<file path="src/rtl/mouse_pkg.sv">
// ---------------------------------------------------------------------------
// mouse_pkg
// Shared definitions for the PS/2 mouse packet decoder:
//   - decoder FSM state encoding
//   - bit positions inside packet byte 0 (buttons, sync, signs, overflows)
//   - compact header struct holding the byte-0 fields kept across a packet
//   - axis_delta(): builds, scales and overflow-clamps one 9-bit delta
// ---------------------------------------------------------------------------
package mouse_pkg;

    typedef enum logic [1:0] {
        WAIT_B0 = 2'd0,
        GOT_B0  = 2'd1,
        GOT_B1  = 2'd2
    } mouse_state_t;

    // Byte 0 layout: {YO, XO, YS, XS, SYNC, BTN[2:0]}
    localparam int BTN_LSB  = 0;
    localparam int BTN_MSB  = 2;
    localparam int SYNC_BIT = 3;
    localparam int XS_BIT   = 4;
    localparam int YS_BIT   = 5;
    localparam int XO_BIT   = 6;
    localparam int YO_BIT   = 7;

    // Byte-0 fields that matter once the sync bit has been checked.
    typedef struct packed {
        logic       yo;
        logic       xo;
        logic       ys;
        logic       xs;
        logic [2:0] btn;
    } hdr_t;

    // 9-bit two's complement delta {sign, data}, arithmetically shifted right
    // by 'shift'. An overflowed axis reports zero movement with a clear sign.
    function automatic logic [8:0] axis_delta(
        input logic       sign,
        input logic [7:0] data,
        input logic       ovf,
        input int         shift
    );
        logic signed [8:0] v;
        v = $signed({sign, data});
        v = v >>> shift;
        if (ovf) begin
            v = '0;
        end
        return v;
    endfunction

endpackage

</file>
<file path="src/rtl/mouse_packet_decoder.sv">
// ---------------------------------------------------------------------------
// mouse_packet_decoder
// Assembles 3-byte PS/2 mouse movement packets from the receiver byte stream
// and presents per-packet X/Y deltas for the game engine. Deltas and sign
// flags are nonzero for exactly one cycle per packet (the engine integrates
// them every cycle). Lost/garbled bytes are handled by checking the byte-0
// sync bit and by an inter-byte timeout that drops partial packets.
//
// Parameters
//   TIMEOUT_CYCLES  max clk cycles between bytes of one packet (>= 2)
//   DELTA_SHIFT     arithmetic right shift on each 9-bit delta (0..7)
//
// Ports
//   clk                in   system clock
//   arst_n             in   asynchronous active-low reset
//   i_byte[7:0]        in   received PS/2 data byte
//   i_byte_valid       in   1-cycle strobe, i_byte valid
//   o_mouse_dx[7:0]    out  X delta low 8 bits (0 unless o_packet_valid)
//   o_mouse_dy[7:0]    out  Y delta low 8 bits (0 unless o_packet_valid)
//   o_is_mouse_dx_neg  out  X delta bit 8 (0 unless o_packet_valid)
//   o_is_mouse_dy_neg  out  Y delta bit 8 (0 unless o_packet_valid)
//   o_buttons[2:0]     out  {middle,right,left} of last good packet
//   o_packet_valid     out  1-cycle pulse, packet decoded
//   o_sync_error       out  1-cycle pulse, byte discarded or packet aborted
// ---------------------------------------------------------------------------
module mouse_packet_decoder
    import mouse_pkg::*;
#(
    parameter int TIMEOUT_CYCLES = 100000,
    parameter int DELTA_SHIFT    = 0
) (
    input  logic       clk,
    input  logic       arst_n,
    input  logic [7:0] i_byte,
    input  logic       i_byte_valid,
    output logic [7:0] o_mouse_dx,
    output logic [7:0] o_mouse_dy,
    output logic       o_is_mouse_dx_neg,
    output logic       o_is_mouse_dy_neg,
    output logic [2:0] o_buttons,
    output logic       o_packet_valid,
    output logic       o_sync_error
);

    localparam int               CNT_W   = $clog2(TIMEOUT_CYCLES);
    localparam logic [CNT_W-1:0] CNT_MAX = CNT_W'(TIMEOUT_CYCLES - 1);

    mouse_state_t     state_q, state_d;
    hdr_t             hdr_q, hdr_d;
    logic [7:0]       xbyte_q, xbyte_d;
    logic [CNT_W-1:0] cnt_q, cnt_d;
    logic [8:0]       dx9_q, dx9_d;
    logic [8:0]       dy9_q, dy9_d;
    logic [2:0]       buttons_q, buttons_d;
    logic             valid_q, valid_d;
    logic             sync_err_q, sync_err_d;

    logic             timeout_hit;

    assign timeout_hit = (cnt_q == CNT_MAX);

    always_comb begin
        state_d    = state_q;
        hdr_d      = hdr_q;
        xbyte_d    = xbyte_q;
        cnt_d      = cnt_q;
        buttons_d  = buttons_q;
        // Pulse-type outputs default to zero every cycle.
        dx9_d      = '0;
        dy9_d      = '0;
        valid_d    = 1'b0;
        sync_err_d = 1'b0;

        case (state_q)
            WAIT_B0: begin
                cnt_d = '0;
                if (i_byte_valid) begin
                    if (i_byte[SYNC_BIT]) begin
                        hdr_d.btn = i_byte[BTN_MSB:BTN_LSB];
                        hdr_d.xs  = i_byte[XS_BIT];
                        hdr_d.ys  = i_byte[YS_BIT];
                        hdr_d.xo  = i_byte[XO_BIT];
                        hdr_d.yo  = i_byte[YO_BIT];
                        state_d   = GOT_B0;
                    end else begin
                        sync_err_d = 1'b1;
                    end
                end
            end

            GOT_B0: begin
                // A byte on the timeout cycle takes priority over the abort.
                if (i_byte_valid) begin
                    xbyte_d = i_byte;
                    cnt_d   = '0;
                    state_d = GOT_B1;
                end else if (timeout_hit) begin
                    cnt_d      = '0;
                    sync_err_d = 1'b1;
                    state_d    = WAIT_B0;
                end else begin
                    cnt_d = cnt_q + 1'b1;
                end
            end

            GOT_B1: begin
                if (i_byte_valid) begin
                    dx9_d     = axis_delta(hdr_q.xs, xbyte_q, hdr_q.xo, DELTA_SHIFT);
                    dy9_d     = axis_delta(hdr_q.ys, i_byte, hdr_q.yo, DELTA_SHIFT);
                    buttons_d = hdr_q.btn;
                    valid_d   = 1'b1;
                    cnt_d     = '0;
                    state_d   = WAIT_B0;
                end else if (timeout_hit) begin
                    cnt_d      = '0;
                    sync_err_d = 1'b1;
                    state_d    = WAIT_B0;
                end else begin
                    cnt_d = cnt_q + 1'b1;
                end
            end

            default: begin
                cnt_d   = '0;
                state_d = WAIT_B0;
            end
        endcase
    end

    always_ff @(posedge clk or negedge arst_n) begin
        if (!arst_n) begin
            state_q    <= WAIT_B0;
            hdr_q      <= '0;
            xbyte_q    <= '0;
            cnt_q      <= '0;
            dx9_q      <= '0;
            dy9_q      <= '0;
            buttons_q  <= '0;
            valid_q    <= 1'b0;
            sync_err_q <= 1'b0;
        end else begin
            state_q    <= state_d;
            hdr_q      <= hdr_d;
            xbyte_q    <= xbyte_d;
            cnt_q      <= cnt_d;
            dx9_q      <= dx9_d;
            dy9_q      <= dy9_d;
            buttons_q  <= buttons_d;
            valid_q    <= valid_d;
            sync_err_q <= sync_err_d;
        end
    end

    assign o_mouse_dx        = dx9_q[7:0];
    assign o_mouse_dy        = dy9_q[7:0];
    assign o_is_mouse_dx_neg = dx9_q[8];
    assign o_is_mouse_dy_neg = dy9_q[8];
    assign o_buttons         = buttons_q;
    assign o_packet_valid    = valid_q;
    assign o_sync_error      = sync_err_q;

endmodule

</file>
<file path="config.mk">
export PLATFORM = sky130hd
export DESIGN_NAME = mouse_packet_decoder
export DESIGN_NICKNAME = d
export VERILOG_FILES = /design/src/rtl/mouse_pkg.sv /design/src/rtl/mouse_packet_decoder.sv
export SDC_FILE = /design/constraint.sdc
export NUM_CORES = 1
export LEC_CHECK = 0
export CORE_MARGIN = 4
export CORE_UTILIZATION = 53
export CTS_BUF_LIST = sky130_fd_sc_hd__clkbuf_8 sky130_fd_sc_hd__clkbuf_16
export CTS_CLUSTER_SIZE = 20
export DETAILED_ROUTE_END_ITERATION = 8
export PLACE_DENSITY = 0.78
export REMOVE_ABC_BUFFERS = 1
export SLEW_MARGIN = 10
export SYNTH_ARGS = -nofsm -noshare
export SYNTH_HDL_FRONTEND = slang
export SYNTH_SLANG_ARGS = --single-unit
</file>
<file path="constraint.sdc">
create_clock -name clk -period 2.5 [get_ports clk]
set_input_delay 0.5 -clock clk [delete_from_list [all_inputs] [get_ports clk]]
set_output_delay 0.5 -clock clk [all_outputs]
set_load 0.01 [all_outputs]
</file>
==> summary.txt <==
Critical path
  • Critical Path RT: 2720 ps
  • Critical path start-end classification: register to register
  • Critical-path maximum fanout: 17
  • CP Data Arrival Time: 2250 ps
  • CP Cell Sequence: or4b_1 > nor4_2 > or3b_1 > buf_4 > nor2_1
  • Critical path's slowest cell: sky130_fd_sc_hd__or4b_1
  • Critical Path Sink Type: register
  • Startpoint type of the worst setup path: register
  • Delay contributed by the slowest stage of the critical path: approximately 570 ps

Logic synthesis
  • Post-synthesis instance area: 2390 sq um
  • Synth Instances: 196
  • Post-synthesis cell type count: 32
  • Portion of synthesized cell area occupied by the leading cell type: 0.597
  • Register bit count reported by yosys: 57
  • Async S/R FF share, synth: 1.00
  • Post-synth top flop: sky130_fd_sc_hd__dfrtp_1
  • Register area share after synthesis: 0.597
  • Leading cell types by total area after synthesis: sky130_fd_sc_hd__dfrtp_1, sky130_fd_sc_hd__mux2_2, sky130_fd_sc_hd__and2_1
  • Number of warnings printed during yosys synthesis: 0
  • Post-synth EDFFs: 0
  • Mean post-synth cell area: 12.2 sq um
  • Area leader, netlist: sky130_fd_sc_hd__dfrtp_1

Pwr
  • Total power density per cell area: between 900 and 1000 nW/um^2
  • Net switching power of the design: 0.000763 W
  • Combinational Power Share: 0.224
  • Seq pwr share: 0.435
  • Fraction of power spent switching nets: 0.266
  • Fraction of power consumed by the clock network: 0.341
  • Lkg Pwr: between 1 and 1.5 nW
  • Peak supply drop: 0.000661 V
  • Internal power: between 0.002 and 0.0025 W
  • Power, Total: 0.00286 W

Layout
  • Antenna Cells: 0
  • Post-route insts no fill: between 200 and 300
  • Most frequent standard cell in the layout excluding fill and tap cells: sky130_fd_sc_hd__dfrtp_1
  • Area delta synth->final: 24.6%
  • NumNets Final: 254
  • Fraction of final layout cells with drive strength greater than 1: 0.169
  • Top library cells by usage in the layout, fill and taps aside: sky130_fd_sc_hd__dfrtp_1, sky130_fd_sc_hd__clkdlybuf4s50_1, sky130_fd_sc_hd__nor2_1

Timing
  • Portion of the clock cycle consumed by the worst path in the final layout: 0.814
  • Count of final setup violators: 0
  • Sum of negative setup slack: 0 ps
  • Timing-limited maximum frequency: 492 MHz
  • RSZ-0062 raised after global routing: no
  • Fin. max-slew vios: 0
  • Final min period: ~2000 ps
  • Setup clock skew after layout: 7.40 ps
  • Slew @ Worst Pin: 682 ps
  • Headroom to the max-slew limit: 0.545
  • Hold Violations, Final: 0

Job
  • MaxCap Viol Count: 0

Placement
  • Weighted congestion reported at the end of routability-driven placement: 0.807
  • Port buffer count: 33
  • DP Wirelength: 2770 um
  • Number of placed instances with taps included: around 280

Clock network
  • Count of instances resized after the clock tree is built: 0
  • Num Clock Sinks: 57
  • Deepest level of the CTS H-tree: 3
  • TritonCTS buffer count: 9
  • Clock insertion delay at the later pin of the skew report: approximately 340 ps
  • Largest buffer count on any clock path: 2
  • Clk Tree Root Cell: sky130_fd_sc_hd__clkbuf_8
  • Post-CTS Setup Bufs: 0
  • TritonCTS clock tree: done
  • Post-cts hold buffer count: 0
  • Register clock-pin slew on the reported worst setup and hold paths: 70 ps

Detailed routing
  • Routed WL per cell: 14.4 um
  • Routed vias: 1528
  • Number of detailed-route iterations in the first pass: 4
  • Antenna-violating nets left: 0
  • Violation count after the first detailed-route iteration: between 80 and 90
  • WL final: 4240 um
  • Vias per cell: 5.18
  • Residual DRC: 0

Die
  • Number of standard-cell rows in the floorplan: 24
  • Io pins: 34
  • Total core area: approximately 4400 sq um
  • DIE WIDTH: 75.2 um
  • Overall die height: 75.2 um
  • Floorplan die area: between 5000 and 6000 sq um
  • Initial core utilization: 0.549

Global route
  • Via count of the first global-routing pass: 1560
  • Largest net degree at the start of global routing: between 50 and 60
  • Global Route Usage Sum: 0.178
  • Number of antenna violations at the first check in global routing: 0
  • Gr ovfl total: 0
  • Wire length of the first global-routing pass: 7240 um

Worst hold path
  • HP Class: input pin to asynchronous set/reset pin

Outcome
  • Status: finished clean
-- state kept, by name, indices dropped and copies added, names as in the netlist --
register,flops
cnt_q,17
dx9_q,9
dy9_q,9
xbyte_q,8
hdr_q,7
o_buttons,3
state_q,2
o_packet_valid,1
o_sync_error,1
-- power by group through the flow --
stage	clock network, W	logic (W)	registers [W]
after global routing	0.00104	0.000724	0.00127
after CTS	0.00100	0.000653	0.00125
after floorplan	0	0.000372	0.00126
final	0.000975	0.000641	0.00125
after detailed placement	0	0.000651	0.00126
after global placement	0	0.000637	0.00126
-- cell usage after synthesis (2+ instances only) --
library cell	number
sky130_fd_sc_hd__inv_1	9
sky130_fd_sc_hd__nor2_1	20
sky130_fd_sc_hd__nor4_1	4
sky130_fd_sc_hd__nand3_1	9
sky130_fd_sc_hd__mux2_2	18
sky130_fd_sc_hd__a21oi_1	4
sky130_fd_sc_hd__o21a_1	2
sky130_fd_sc_hd__ha_1	5
sky130_fd_sc_hd__and2_1	18
sky130_fd_sc_hd__xor2_1	3
sky130_fd_sc_hd__nand4_1	7
sky130_fd_sc_hd__xnor2_1	11
sky130_fd_sc_hd__nand2_1	8
sky130_fd_sc_hd__nor3_1	4
sky130_fd_sc_hd__dfrtp_1	57
-- metal layers --
layer,track usage,routed length [um],vias to the layer above,share of wire
met3,0.0814,246,5,0.058
met2,0.267,2050,38,0.48
li1,-,-,753,-
met5,0,0,-,0
met1,0.222,1900,732,0.45
met4,0.0757,44,0,0.010
-- logic make-up (layout without fill, tap and decap cells) --
group | after synthesis | in the layout | synth area share
xor gates and xnor gates | 14 | 14 | 0.0513
DFF | 57 | 57 | 0.597
and+or+nand+nor | 79 | 79 | 0.180
adders and majority gates | 5 | 5 | 0.0262
AOI/OAI and AO/OA | 10 | 10 | 0.0277
buffers and inverters | 13 | 60 | 0.0335
muxes | 18 | 18 | 0.0848
-- worst max-delay path, delay by kind of cell (launching register included) --
kind	cells	cell delay (ps)
AND/OR/NAND/NOR	4	1270
buffers and inverters	1	210
flip-flops	1	430
-- metrics by stage --
step / area, sq um / worst slack (ps) / util / hold slack [ps]
detailed placement: 2750 / 299 / 0.632 / 461
CTS: 2980 / 461 / 0.684 / 303
floorplan: 2340 / 564 / - / 204
global placement: 2750 / 332 / 0.632 / 455
finish: 2980 / 466 / 0.684 / 285
global route: 2980 / 361 / 0.684 / 339
-- final timing paths --
| path | start | to | slack [ps] | depth (start not counted) |
|---|---|---|---|---|
| worst max-delay path | cnt_q[5] | cnt_q[5] | 470 | 5 |
| min in group clk | xbyte_q[6] | dx9_q[6] | 470 | 1 |
| max in group asynchronous | arst_n | dy9_q[0] | 1750 | 2 |
| worst min-delay path | arst_n | cnt_q[12] | 280 | 2 |
| worst min register to register | xbyte_q[6] | dx9_q[6] | 470 | 1 |
| worst max register to register | cnt_q[5] | cnt_q[5] | 470 | 5 |
-- area by class of cell --
cell class | count | area, sq um
multi-input combinational | 126 | 885
clock buffer | 11 | 151
timing repair buffer | 35 | 340
tap | 52 | 65.1
fill | 332 | 1380
inverter | 9 | 33.8
sequential | 57 | 1430
clock inverter | 5 | 77.6
(Power assumes the default switching activity.)
